`config.mk`:
```
export PLATFORM = sky130hd
export DESIGN_NAME = mult_div_unit
export DESIGN_NICKNAME = d
export VERILOG_FILES = /design/src/rtl/mult_div_unit.sv
export SDC_FILE = /design/constraint.sdc
export NUM_CORES = 1
export LEC_CHECK = 0
export BUFFER_PORTS_ARGS = -buffer_cell sky130_fd_sc_hd__buf_4
export CAP_MARGIN = 20
export CORE_ASPECT_RATIO = 0.8
export CORE_UTILIZATION = 30
export DETAILED_ROUTE_END_ITERATION = 7
export PLACE_DENSITY_LB_ADDON = 0.1
export SYNTH_ARGS = -nofsm -noshare
export SYNTH_HDL_FRONTEND = slang
export SYNTH_SLANG_ARGS = --single-unit
export TNS_END_PERCENT = 5
```
`constraint.sdc`:
```
create_clock -name clk -period 8.8 [get_ports clk]
set_input_delay 0.88 -clock clk [delete_from_list [all_inputs] [get_ports clk]]
set_output_delay 0.88 -clock clk [all_outputs]
set_load 0.05 [all_outputs]
```
`src/rtl/mult_div_unit.sv`:
```
// Iterative HI/LO multiply/divide unit: shift-add multiply and restoring divide,
// one bit per cycle, with sign fix-up in a final cycle and MTHI/MTLO support.
module mult_div_unit #(
  parameter int WIDTH = 32
) (
  input  logic             clk,
  input  logic             rst,
  input  logic             Start,
  input  logic [1:0]       Op,
  input  logic [WIDTH-1:0] RsData,
  input  logic [WIDTH-1:0] RtData,
  input  logic             HiWrite,
  input  logic             LoWrite,
  output logic [WIDTH-1:0] Hi,
  output logic [WIDTH-1:0] Lo,
  output logic             Busy,
  output logic             Done
);

  localparam int CW = $clog2(WIDTH);

  typedef enum logic [1:0] {
    S_IDLE = 2'd0,
    S_CALC = 2'd1,
    S_FIX  = 2'd2
  } state_t;

  state_t               r_state;
  logic [CW-1:0]        r_cnt;
  logic [WIDTH-1:0]     r_hi;
  logic [WIDTH-1:0]     r_lo;
  logic [WIDTH-1:0]     r_opnd;
  logic [WIDTH-1:0]     r_rs_raw;
  logic [2*WIDTH-1:0]   r_p;
  logic                 r_is_div;
  logic                 r_sign_a;
  logic                 r_sign_b;
  logic                 r_div_zero;
  logic                 r_busy;
  logic                 r_done;

  logic                 w_is_signed;
  logic                 w_sign_a;
  logic                 w_sign_b;
  logic [WIDTH-1:0]     w_mag_a;
  logic [WIDTH-1:0]     w_mag_b;
  logic [WIDTH:0]       w_mul_sum;
  logic [2*WIDTH-1:0]   w_mul_next;
  logic [WIDTH:0]       w_rem_sh;
  logic                 w_ge;
  logic [WIDTH-1:0]     w_rem_sub;
  logic [WIDTH-1:0]     w_rem_new;
  logic [2*WIDTH-1:0]   w_div_next;
  logic [2*WIDTH-1:0]   w_prod;
  logic [WIDTH-1:0]     w_quot;
  logic [WIDTH-1:0]     w_rem;

  // Op[0]=0 selects the signed variants; the most negative value keeps its own magnitude.
  assign w_is_signed = ~Op[0];
  assign w_sign_a    = w_is_signed & RsData[WIDTH-1];
  assign w_sign_b    = w_is_signed & RtData[WIDTH-1];
  assign w_mag_a     = w_sign_a ? -RsData : RsData;
  assign w_mag_b     = w_sign_b ? -RtData : RtData;

  // Multiply: r_p = {partial product, remaining multiplier bits}, r_opnd = multiplicand.
  assign w_mul_sum  = {1'b0, r_p[2*WIDTH-1:WIDTH]} + (r_p[0] ? {1'b0, r_opnd} : '0);
  assign w_mul_next = {w_mul_sum, r_p[WIDTH-1:1]};

  // Divide: r_p = {remainder, dividend shifting into quotient}, r_opnd = divisor.
  assign w_rem_sh   = r_p[2*WIDTH-1:WIDTH-1];
  assign w_ge       = w_rem_sh >= {1'b0, r_opnd};
  assign w_rem_sub  = w_rem_sh[WIDTH-1:0] - r_opnd;
  assign w_rem_new  = w_ge ? w_rem_sub : w_rem_sh[WIDTH-1:0];
  assign w_div_next = {w_rem_new, r_p[WIDTH-2:0], w_ge};

  assign w_prod = (r_sign_a ^ r_sign_b) ? -r_p : r_p;
  assign w_quot = (r_sign_a ^ r_sign_b) ? -r_p[WIDTH-1:0] : r_p[WIDTH-1:0];
  assign w_rem  = r_sign_a ? -r_p[2*WIDTH-1:WIDTH] : r_p[2*WIDTH-1:WIDTH];

  always_ff @(posedge clk) begin
    if (rst) begin
      r_state    <= S_IDLE;
      r_cnt      <= '0;
      r_hi       <= '0;
      r_lo       <= '0;
      r_opnd     <= '0;
      r_rs_raw   <= '0;
      r_p        <= '0;
      r_is_div   <= 1'b0;
      r_sign_a   <= 1'b0;
      r_sign_b   <= 1'b0;
      r_div_zero <= 1'b0;
      r_busy     <= 1'b0;
      r_done     <= 1'b0;
    end else begin
      r_done <= 1'b0;
      case (r_state)
        S_IDLE: begin
          if (Start) begin
            r_state    <= S_CALC;
            r_cnt      <= '0;
            r_busy     <= 1'b1;
            r_is_div   <= Op[1];
            r_sign_a   <= w_sign_a;
            r_sign_b   <= w_sign_b;
            r_rs_raw   <= RsData;
            r_div_zero <= Op[1] && (RtData == '0);
            r_opnd     <= Op[1] ? w_mag_b : w_mag_a;
            r_p        <= {{WIDTH{1'b0}}, (Op[1] ? w_mag_a : w_mag_b)};
          end else begin
            if (HiWrite) r_hi <= RsData;
            if (LoWrite) r_lo <= RsData;
          end
        end
        S_CALC: begin
          r_p <= r_is_div ? w_div_next : w_mul_next;
          if (r_cnt == CW'(WIDTH - 1)) begin
            r_state <= S_FIX;
          end else begin
            r_cnt <= r_cnt + 1'b1;
          end
        end
        S_FIX: begin
          // Divide by zero returns the raw dividend, bypassing sign correction.
          if (r_div_zero) begin
            r_hi <= r_rs_raw;
            r_lo <= '1;
          end else if (r_is_div) begin
            r_hi <= w_rem;
            r_lo <= w_quot;
          end else begin
            r_hi <= w_prod[2*WIDTH-1:WIDTH];
            r_lo <= w_prod[WIDTH-1:0];
          end
          r_state <= S_IDLE;
          r_cnt   <= '0;
          r_busy  <= 1'b0;
          r_done  <= 1'b1;
        end
        default: begin
          r_state <= S_IDLE;
          r_busy  <= 1'b0;
        end
      endcase
    end
  end

  assign Hi   = r_hi;
  assign Lo   = r_lo;
  assign Busy = r_busy;
  assign Done = r_done;

endmodule

```
==> flow_summary.yaml, run 1 <==
synthesis:
  yosysWarnings: 0
  async_reset_ff_frac: 0
  syn_area_um2: 15950
  yosysTopAreaCellShare: 0.2574
  ys_seq_area_frac: 0.2574
  synth_seq_cells: 205
  ys_types: 90
  synthCells: 2142
  ys.flop_type: "dfxtp_1"
  syn-mean-instance-area_um2: 7.444
  syn-num-nets: 2285
  synth_top_cell_by_area: "dfxtp_1"
  yosys-top-cells-area: "dfxtp_1 26%, a21oi_1 7.5%, nand2_1 6.0%"
  synth_edf_count: 0
place:
  gp_congestion: 0.9459
  placed_cells_incl_taps: 2836
  dp_hpwl_um: 53550
  portBuffers: 136
  dp_slack_ns: 4.682
critical_path:
  critPathMostFrequentCell: "a211oi_1"
  reg2reg_slack_ns: 4.62
  path_max_fanout: 34
  r2r_start: "r_p[34]"
  worst-endpoint-required_ns: 9.21
  worstSetupEndpoint: "r_p[35]"
  path_delay_family: "compound AO/OA/AOI/OAI gates"
  crit_path_start_kind: "register"
  startpoint: "r_p[34]"
  path_cells: "ha_1, a21o_1, a21oi_1, a211oi_1, nor3b_1, nor2_1, o31ai_2, a41o_2, buf_4, mux2_2, a211oi_1, nor3_1"
  end_kind: "register"
  critPathBufInv: 1
  worstSetupPathType: "reg2reg"
  max_stage_delay_ns: 0.57
  critPathArrivalTime_ns: 4.59
  r2r_end: "r_p[35]"
  cp_num_cells: 12
  critPathSlowestCell: "dfxtp_1"
  r2r.worst_path.cells: 12
detailed_routing:
  first_pass_iters: 5
  routed_via_density: 5.777
  wirelength_um: 70130
  drt-initial-drc-count: 1540
  drc: 0
  ant_nets: 0
  vias: 16660
  wl_per_cell_um: 24.33
clock_tree:
  cts_buffers: 26
  path_clk_slew_ns: 0.07
  holdBufCountCts: 0
  cts_resized: 0
  cts_tree: "built"
  postCtsSetupBuffers: 0
  cts.htree.levels: 1
  clock_latency_ns: 0.57
  cts-root-buf: "clkbuf_16"
  cts.path.max_buffers: 3
  cts.sinks: 205
status:
  status: "complete, no violations"
die:
  fp.coreArea_um2: 52460
  die-area_um2: 54080
  fp.dieW_um: 259.8
  fp.dieH_um: 208.2
  ioPinCount: 137
  row_count: 75
  start_util: 0.3040
sta:
  skew_ns: 0.02787
  tns_ns: 0
  hold_viol_final: 0
  fin_ws_ns: 4.619
  worstMarginPinSlew_ns: 1.115
  slew_violations: 0
  setup_violations: 0
  period_share: 0.4751
  clock.fmax_mhz: 239.2
  slew_headroom: 0.2509
  rsz0062_at_grt: "no"
  period_needed_ns: 4.181
  timing.hold.ws_ns: 0.4531
job:
  cap_violations: 0
global_routing:
  gr-total-overflow: 0
  grt_max_degree: 75
  track_usage: 0.2521
  grt_antenna_before_repair: 0
  grt_pass1_vias: 15210
  grt_pass1_wl_um: 103400
final_layout:
  nets: 2315
  synthToLayoutAreaGrowth_pct: 15.19
  diodes: 0
  drive_gt1_frac: 0.1187
  layout.cells.non_filler: 2883
  post-route-util: 0.3501
worst_hold_path:
  min_path_type: "reg2reg"
power:
  power_density_nw_per_um2: 171.1
  vdd_drop_max_mv: 0.1691
  leakage_nw: 7.256
==> sequential cells by signal (all words and copies together), names as in the netlist, 2 cells and up <==
name and count:
r_cnt 5, r_rs_raw 32, Hi 32, r_p 64, r_state 2, Lo 32, r_opnd 32
==> cells in the mapped netlist (16+ instances only) <==
master	n
nand3_1	23
a21oi_1	240
nor2_1	202
nor2b_1	16
o31ai_1	19
clkbuf_1	135
a211oi_1	75
a22oi_1	21
dfxtp_1	205
a31oi_1	28
o221ai_1	41
nor3_1	54
ha_1	70
nand2_1	254
xnor2_1	102
xor2_1	74
mux2i_1	46
inv_1	65
o21ai_0	91
o211ai_1	35
buf_1	16
nand2b_1	20
nor4_1	17
a21o_1	43
==> kinds of logic (layout without fill, tap and decap cells) <==
kind of cell | Yosys count | after routing | share of synthesized area
AOI/OAI and AO/OA | 724 | 724 | 0.2987
xor gates and xnor gates | 176 | 176 | 0.09667
adders and majority gates | 72 | 72 | 0.05744
buffers and inverters | 230 | 278 | 0.05634
DFF | 205 | 205 | 0.2574
muxes | 55 | 55 | 0.03523
and+or+nand+nor | 680 | 680 | 0.1982
==> per-stage QoR <==
stage	total power, mW	instance area (µm²)
after floorplan	1.671	15950
after CTS	3.150	18360
after global routing	3.272	18370
after global placement	1.995	17450
after detailed placement	1.992	17450
final	3.143	18370
==> metal layers <==
| layer | vias up | share of wire | track usage |
|---|---|---|---|
| met2 | 612 | 0.42 | 0.3689 |
| met5 | - | 0 | 0 |
| met3 | 73 | 0.065 | 0.02961 |
| met1 | 8109 | 0.49 | 0.3908 |
| met4 | 0 | 0.018 | 0.04645 |
| li1 | 7861 | - | - |
==> layout make-up <==
type                            instances  area, µm²
Fill cell                            5637      34090
Multi-Input combinational cell       1707      10990
Sequential cell                       205       4108
Timing Repair Buffer                  166       1254
Tap cell                              693      867.1
Clock buffer                           35      745.7
Inverter                               66      247.7
Clock inverter                         11      156.4
==> cells in the final DEF (no fill, tap or decap), drive strengths merged, types with 8 or more instances in the layout <==
master / netlist / routed
a2111oi: 9 / 9
a21o: 43 / 43
nor2b: 16 / 16
o21bai: 8 / 8
mux2i: 46 / 46
nor3: 55 / 55
or4: 16 / 16
a311oi: 10 / 10
mux2: 9 / 9
o211ai: 35 / 35
o221ai: 41 / 41
a211oi: 75 / 75
nand4: 12 / 12
and3: 13 / 13
nand2: 255 / 255
nand2b: 20 / 20
xnor2: 102 / 102
nor2: 203 / 203
ha: 70 / 70
clkbuf: 135 / 35
a31oi: 28 / 28
buf: 29 / 166
o22ai: 12 / 12
dfxtp: 205 / 205
a221oi: 11 / 11
xor2: 74 / 74
inv: 65 / 65
o21a: 13 / 13
a22oi: 21 / 21
a21oi: 240 / 240
or3: 13 / 13
nand3: 23 / 23
o31ai: 22 / 22
nor4: 19 / 19
o21ai: 103 / 103
and2: 13 / 13
==> where the power goes <==
group	total, mW	internal, mW	switching, mW	leakage, nW
logic	0.926	0.315	0.612	5.15
clock network	1.15	0.683	0.471	0.432
registers	1.06	0.986	0.0761	1.68
total	3.14	1.98	1.16	7.26
==> worst min-delay path by stage <==
stage                 start      endpoint  slack [ns]  depth (start not counted)
4_1_cts           r_opnd[3]     r_opnd[3]        0.45                          2
2_1_floorplan    r_opnd[10]    r_opnd[10]        0.43                          2
6_report             Lo[19]        Lo[19]        0.45                          2
5_1_grt        r_rs_raw[23]  r_rs_raw[23]        0.47                          2
3_5_place_dp         Lo[31]        Lo[31]        0.44                          2
3_3_place_gp   r_rs_raw[27]  r_rs_raw[27]        0.44                          2
==> worst min-delay path, cell delays in order (launching register included) <==
cell and delay (ns):
dfxtp_1 0.31, nand2_1 0.05, a21oi_1 0.05
Power figures use the tool's default switching activity.
==> run 2, diff against run 1 <==
==> constraint.sdc (replaced) <==
create_clock -name clk -period 4.1 [get_ports clk]
set_input_delay 0.41 -clock clk [delete_from_list [all_inputs] [get_ports clk]]
set_output_delay 0.41 -clock clk [all_outputs]
set_load 0.05 [all_outputs]
==> flow_summary.yaml, run 2 (synthesis gave the netlist of run 1 again) <==
sta:
  fin_ws_ns: 0.2265
  setup_violations: 0
  slew_headroom: 0.3231
  skew_ns: 0.02358
  hold_viol_final: 0
  slew_violations: 0
  worstMarginPinSlew_ns: 1.015
  rsz0062_at_grt: "no"
  timing.hold.ws_ns: 0.1575
  clock.fmax_mhz: 258.2
  period_share: 0.9447
  tns_ns: 0
  period_needed_ns: 3.873
clock_tree:
  cts_buffers: 24
  cts.path.max_buffers: 3
  cts_tree: "built"
  cts.sinks: 205
  path_clk_slew_ns: 0.06
  clock_latency_ns: 0.57
  cts.htree.levels: 1
  cts-root-buf: "clkbuf_16"
die:
  fp.dieW_um: 259.8
  start_util: 0.3040
  die-area_um2: 54080
  fp.coreArea_um2: 52460
  ioPinCount: 137
  row_count: 75
  fp.dieH_um: 208.2
critical_path:
  max_stage_delay_ns: 0.39
  r2r_start: "r_p[0]"
  crit_path_start_kind: "register"
  critPathBufInv: 3
  startpoint: "r_p[0]"
  worstSetupPathType: "reg2reg"
  worst-endpoint-required_ns: 4.55
  path_max_fanout: 19
  r2r_end: "r_p[62]"
  critPathArrivalTime_ns: 4.32
  critPathSlowestCell: "dfxtp_2"
  critPathMostFrequentCell: "and3_1"
  path_cells: "clkinvlp_4, buf_4, buf_4, nor2_1, ha_1, and3_1, and3_1, and3_1, a21oi_2, o21ai_1, a31oi_2, nor2_1, o41a_1, and4b_1, a2111oi_2"
  reg2reg_slack_ns: 0.23
  end_kind: "register"
  path_delay_family: "compound AO/OA/AOI/OAI gates"
  r2r.worst_path.cells: 15
final_layout:
  synthToLayoutAreaGrowth_pct: 17.66
  regMostFlops: "r_p"
  largest_reg_flops: 64
  final_common_cell: "nand2_1"
  mostFrequentLayoutCells: "254 x nand2_1, 239 x a21oi_1, 207 x buf_4, 203 x dfxtp_1, 200 x nor2_1"
  fillers: 5533
  stdcell_area_um2: 18760
  diodes: 0
  nets: 2359
  drive_gt1_frac: 0.1393
global_routing:
  grt_antenna_before_repair: 0
  track_usage: 0.2520
  gr-total-overflow: 0
  grt_max_degree: 79
  grt_pass1_vias: 15720
  grt_pass1_wl_um: 103000
worst_hold_path:
  hold_end: "r_rs_raw[30]"
  min_path_type: "in2reg"
  min_from: "RsData[30]"
  min_path_cells: 3
detailed_routing:
  first_pass_iters: 6
  ant_nets: 0
  drc: 0
  routed_via_density: 5.722
  wirelength_um: 69840
  drt-initial-drc-count: 1735
  wl_per_cell_um: 23.87
  vias: 16740
power:
  swShare: 0.3602
  comb_power_share: 0.300
  vdd_drop_max_mv: 0.2571
  power.switching_mw: 2.454
  seqPwrFrac: 0.331
  power_density_nw_per_um2: 363.1
  leakage_nw: 7.510
  p_int_mw: 4.358
  p_clk_frac: 0.368
status:
  status: "complete, no violations"
place:
  gp_congestion: 0.9274
  portBuffers: 136
  dp_slack_ns: 0.1605
  dp_hpwl_um: 54010
  placed_area_um2: 17820
job:
  cap_violations: 0
## run 2: cell types whose count changed in the layout (fill, tap and decap cells not counted), moves of 3 or more
cell / delta
buf_4: +43
buf_12: +3
bufinv_16: +3
clkbuf_1: -3
clkbuf_16: -3
clkinv_2: +3
## run 2: repair_timing
item / in CTS / in global routing
gates cloned: 0 / 1
gates resized for setup: 1 / 9
setup buffers: 0 / 1
pin swaps: 0 / 0
hold buffers: 0 / 0
endpoints found under the setup margin: 1 / 3
## run 2: routing by layer
| layer | part of all wire | routed length, µm | global-route usage |
|---|---|---|---|
| met5 | 0 | 0 | 0 |
| met4 | 0.028 | 1922 | 0.06917 |
| met3 | 0.075 | 5223 | 0.05129 |
| met2 | 0.42 | 29060 | 0.3655 |
| met1 | 0.48 | 33640 | 0.3715 |
## run 2: worst max path at each step
| stage | endpoint | slack, ns | cells past startpoint |
|---|---|---|---|
| final | r_p[62] | 0.23 | 15 |
| after global placement | r_p[62] | 0.29 | 14 |
| after floorplan | r_p[62] | 0.73 | 14 |
| after CTS | r_p[62] | 0.02 | 13 |
| after global routing | r_p[61] | 0.01 | 15 |
| after detailed placement | r_p[62] | 0.16 | 14 |
## run 2: tightest hold or removal path, cell delays in order
cell and delay, ns:
buf_4 0.14, nand2_1 0.06, a21oi_1 0.05
## run 2: stage by stage
stage / instances / util / total power, mW
after floorplan: 2142 / - / 3.587
after global routing: 2926 / 0.3576 / 7.103
after global placement: 2881 / 0.3398 / 4.312
final: 2926 / 0.3576 / 6.812
after CTS: 2924 / 0.3569 / 6.826
after detailed placement: 2881 / 0.3398 / 4.309
## run 2: cell type report
cell class              count  area, µm²  share of cell area
clock buffers              29      659.4             0.03515
clock inverters            14      237.7             0.01267
inverters                  66      251.5             0.01341
multi-input cells        1707      11010              0.5866
flip-flops and latches    205       4109              0.2190
well taps                 693      867.1             0.04622
repair buffers            211       1625             0.08663
repair inverters            1      5.005           0.0002668
## run 2: power by group through the flow
stage / clock (mW) / combinational (mW) / sequential [mW]
2_1_floorplan: 0 / 1.23 / 2.35
3_3_place_gp: 0 / 2.02 / 2.30
3_5_place_dp: 0 / 2.01 / 2.30
4_1_cts: 2.55 / 2.02 / 2.25
5_1_grt: 2.62 / 2.21 / 2.27
6_report: 2.51 / 2.05 / 2.26
==> run 3, diff against run 2 <==
--- a/config.mk
+++ b/config.mk
@@ -5,6 +5,7 @@
 export SDC_FILE = /design/constraint.sdc
 export NUM_CORES = 1
 export LEC_CHECK = 0
+export ABC_AREA = 1
 export BUFFER_PORTS_ARGS = -buffer_cell sky130_fd_sc_hd__buf_4
 export CAP_MARGIN = 20
 export CORE_ASPECT_RATIO = 0.8
==> flow_summary.yaml, run 3 <==
die:
  die-area_um2: 65990
  fp.coreArea_um2: 64180
  fp.dieH_um: 230.0
  ioPinCount: 137
  start_util: 0.3036
  row_count: 83
  fp.dieW_um: 287.0
final_layout:
  largest_reg_flops: 64
  diodes: 0
  post-route-util: 0.3483
  layout.cells.non_filler: 4506
  nets: 3779
  synthToLayoutAreaGrowth_pct: 14.72
  final_common_cell: "nand2_1"
  regMostFlops: "r_p"
  drive_gt1_frac: 0.08507
  mostFrequentLayoutCells: "1,025 x nand2_1, 500 x inv_1, 411 x nor2_1, 306 x nand3_1, 298 x a21oi_1"
detailed_routing:
  routed_via_density: 5.306
  drc: 0
  drt-initial-drc-count: 2912
  vias: 23910
  wirelength_um: 102600
  first_pass_iters: 8
  ant_nets: 0
  wl_per_cell_um: 22.77
synthesis:
  yosysWarnings: 0
  ys_types: 49
  yosysTopAreaCellShare: 0.2106
  synthCells: 3554
  yosys-top-cells-area: "dfxtp_1 21%, nand2_1 20%, inv_1 9.7%"
  async_reset_ff_frac: 0
  syn_area_um2: 19490
  synth_edf_count: 0
  yosysMostFrequentCell: "nand2_1"
  syn-num-nets: 3697
  ys.flop_type: "dfxtp_1"
  ys_top_cells_by_count: "1,025 x nand2_1, 503 x inv_1, 415 x nor2_1, 306 x nand3_1, 298 x a21oi_1"
  synth_top_cell_by_area: "dfxtp_1"
  ys_seq_area_frac: 0.2106
  syn-mean-instance-area_um2: 5.483
  synth_seq_cells: 205
place:
  dp_slack_ns: 0.7742
  portBuffers: 136
  dp_hpwl_um: 82440
  gp_congestion: 1.025
  placed_cells_incl_taps: 4458
clock_tree:
  cts.sinks: 205
  holdBufCountCts: 0
  postCtsSetupBuffers: 0
  cts_resized: 0
  clock_latency_ns: 0.59
  cts_buffers: 26
  cts_tree: "built"
  cts-root-buf: "clkbuf_16"
  cts.path.max_buffers: 3
  path_clk_slew_ns: 0.06
  cts.htree.levels: 1
critical_path:
  worstSetupPathType: "reg2reg"
  end_kind: "register"
  reg2reg_slack_ns: 0.63
  critPathSlowestCell: "dfxtp_1"
  r2r.worst_path.cells: 12
  r2r_start: "r_p[56]"
  critPathArrivalTime_ns: 3.90
  worst-endpoint-required_ns: 4.54
  crit_path_start_kind: "register"
  max_stage_delay_ns: 0.67
  path_cells: "ha_1, nand2_1, nor2_1, nand2_1, nor3_2, nand2_4, nand2_4, nand2_1, inv_1, nand2_1, nand3b_1, a21oi_1"
  r2r_end: "r_p[35]"
  path_max_fanout: 18
  critPathMostFrequentCell: "nand2_1"
sta:
  slew_headroom: 0.2044
  rsz0062_at_grt: "no"
  hold_viol_final: 0
  slew_violations: 0
  worstMarginPinSlew_ns: 1.181
  fin_ws_ns: 0.6346
  clock.fmax_mhz: 288.6
  tns_ns: 0
  period_share: 0.8452
  skew_ns: 0.01888
  period_needed_ns: 3.465
  setup_violations: 0
worst_hold_path:
  min_path_cells: 3
  min_from: "RtData[0]"
  min_path_type: "in2reg"
  hold_end: "r_opnd[0]"
power:
  vdd_drop_max_mv: 0.3094
  power_density_nw_per_um2: 371.3
  leakage_nw: 11.39
status:
  status: "complete, no violations"
global_routing:
  gr-total-overflow: 0
  grt_max_degree: 91
  grt_pass1_vias: 20990
  grt_pass1_wl_um: 147200
  track_usage: 0.3014
  grt_antenna_before_repair: 0
job:
  cap_violations: 0
-- run 3: cell types whose count changed in the layout (fill, tap and decap cells not counted), sizes merged, moves of 33 or more --
cell / change
nand4: +33
nand3: +286
a21o: -40
a211oi: -73
nand2: +783
o21ai: +195
mux2i: -46
o221ai: -37
a21oi: +60
inv: +454
xnor2: -96
nor2: +226
-- run 3: cells by family (layout without fill, tap and decap cells) --
family / after synthesis / in the layout / share of synthesized area
AOI/OAI and AO/OA: 670 / 670 / 0.1820
xor gates and xnor gates: 58 / 58 / 0.02607
adders and majority gates: 72 / 72 / 0.04700
buffers and inverters: 657 / 759 / 0.1296
DFF: 205 / 205 / 0.2106
and+or+nand+nor: 1892 / 1892 / 0.4047
-- run 3: worst max-delay path, delay by kind of cell, from the launching register on --
kind / cells / cell delay (ns)
fa+ha+maj: 1 / 0.41
compound gates: 1 / 0.07
simple gates: 9 / 1.76
flops: 1 / 0.67
buf+inv: 1 / 0.39
-- run 3: worst max-delay path by stage --
stage               depth (start not counted)  endpoint    start
floorplan                                  21   r_p[59]   r_p[0]
global placement                           12   r_p[60]  r_p[56]
detailed placement                         12   r_p[35]  r_p[56]
CTS                                        12   r_p[35]  r_p[56]
global route                               21   r_p[57]   r_p[0]
finish                                     12   r_p[35]  r_p[56]
-- run 3: final cells by class --
type                    instances  area [µm²]
clock buffers                  32       723.2
clock inverters                16       146.4
fillers                      7505       41820
inverters                     519        1951
multi-input cells            2692       12890
flip-flops and latches        205        4105
well taps                     850        1064
repair buffers                192        1479
-- run 3: metrics by stage --
step / hold WS, ns / power [mW] / instance area [µm²]
6_report: 0.1645 / 8.299 / 22360
3_3_place_gp: 0.4747 / 5.824 / 21490
2_1_floorplan: 0.4448 / 4.475 / 19490
5_1_grt: 0.1676 / 8.651 / 22360
3_5_place_dp: 0.4634 / 5.790 / 21490
4_1_cts: 0.1371 / 8.216 / 22360
-- run 3: power breakdown --
part	internal [mW]	total, mW	leakage, nW	switching, mW
clock	1.33	2.43	0.424	1.10
sequential	2.16	2.35	1.69	0.193
combinational	0.948	3.52	9.28	2.58
total	4.43	8.30	11.4	3.87
-- run 3: layer usage --
| layer | global-route usage | vias up | share of wire |
|---|---|---|---|
| met5 | 0 | - | 0 |
| met4 | 0.05352 | 0 | 0.018 |
| met3 | 0.05556 | 89 | 0.097 |
| met2 | 0.4113 | 1091 | 0.39 |
| met1 | 0.4785 | 11180 | 0.50 |
| li1 | - | 11550 | - |
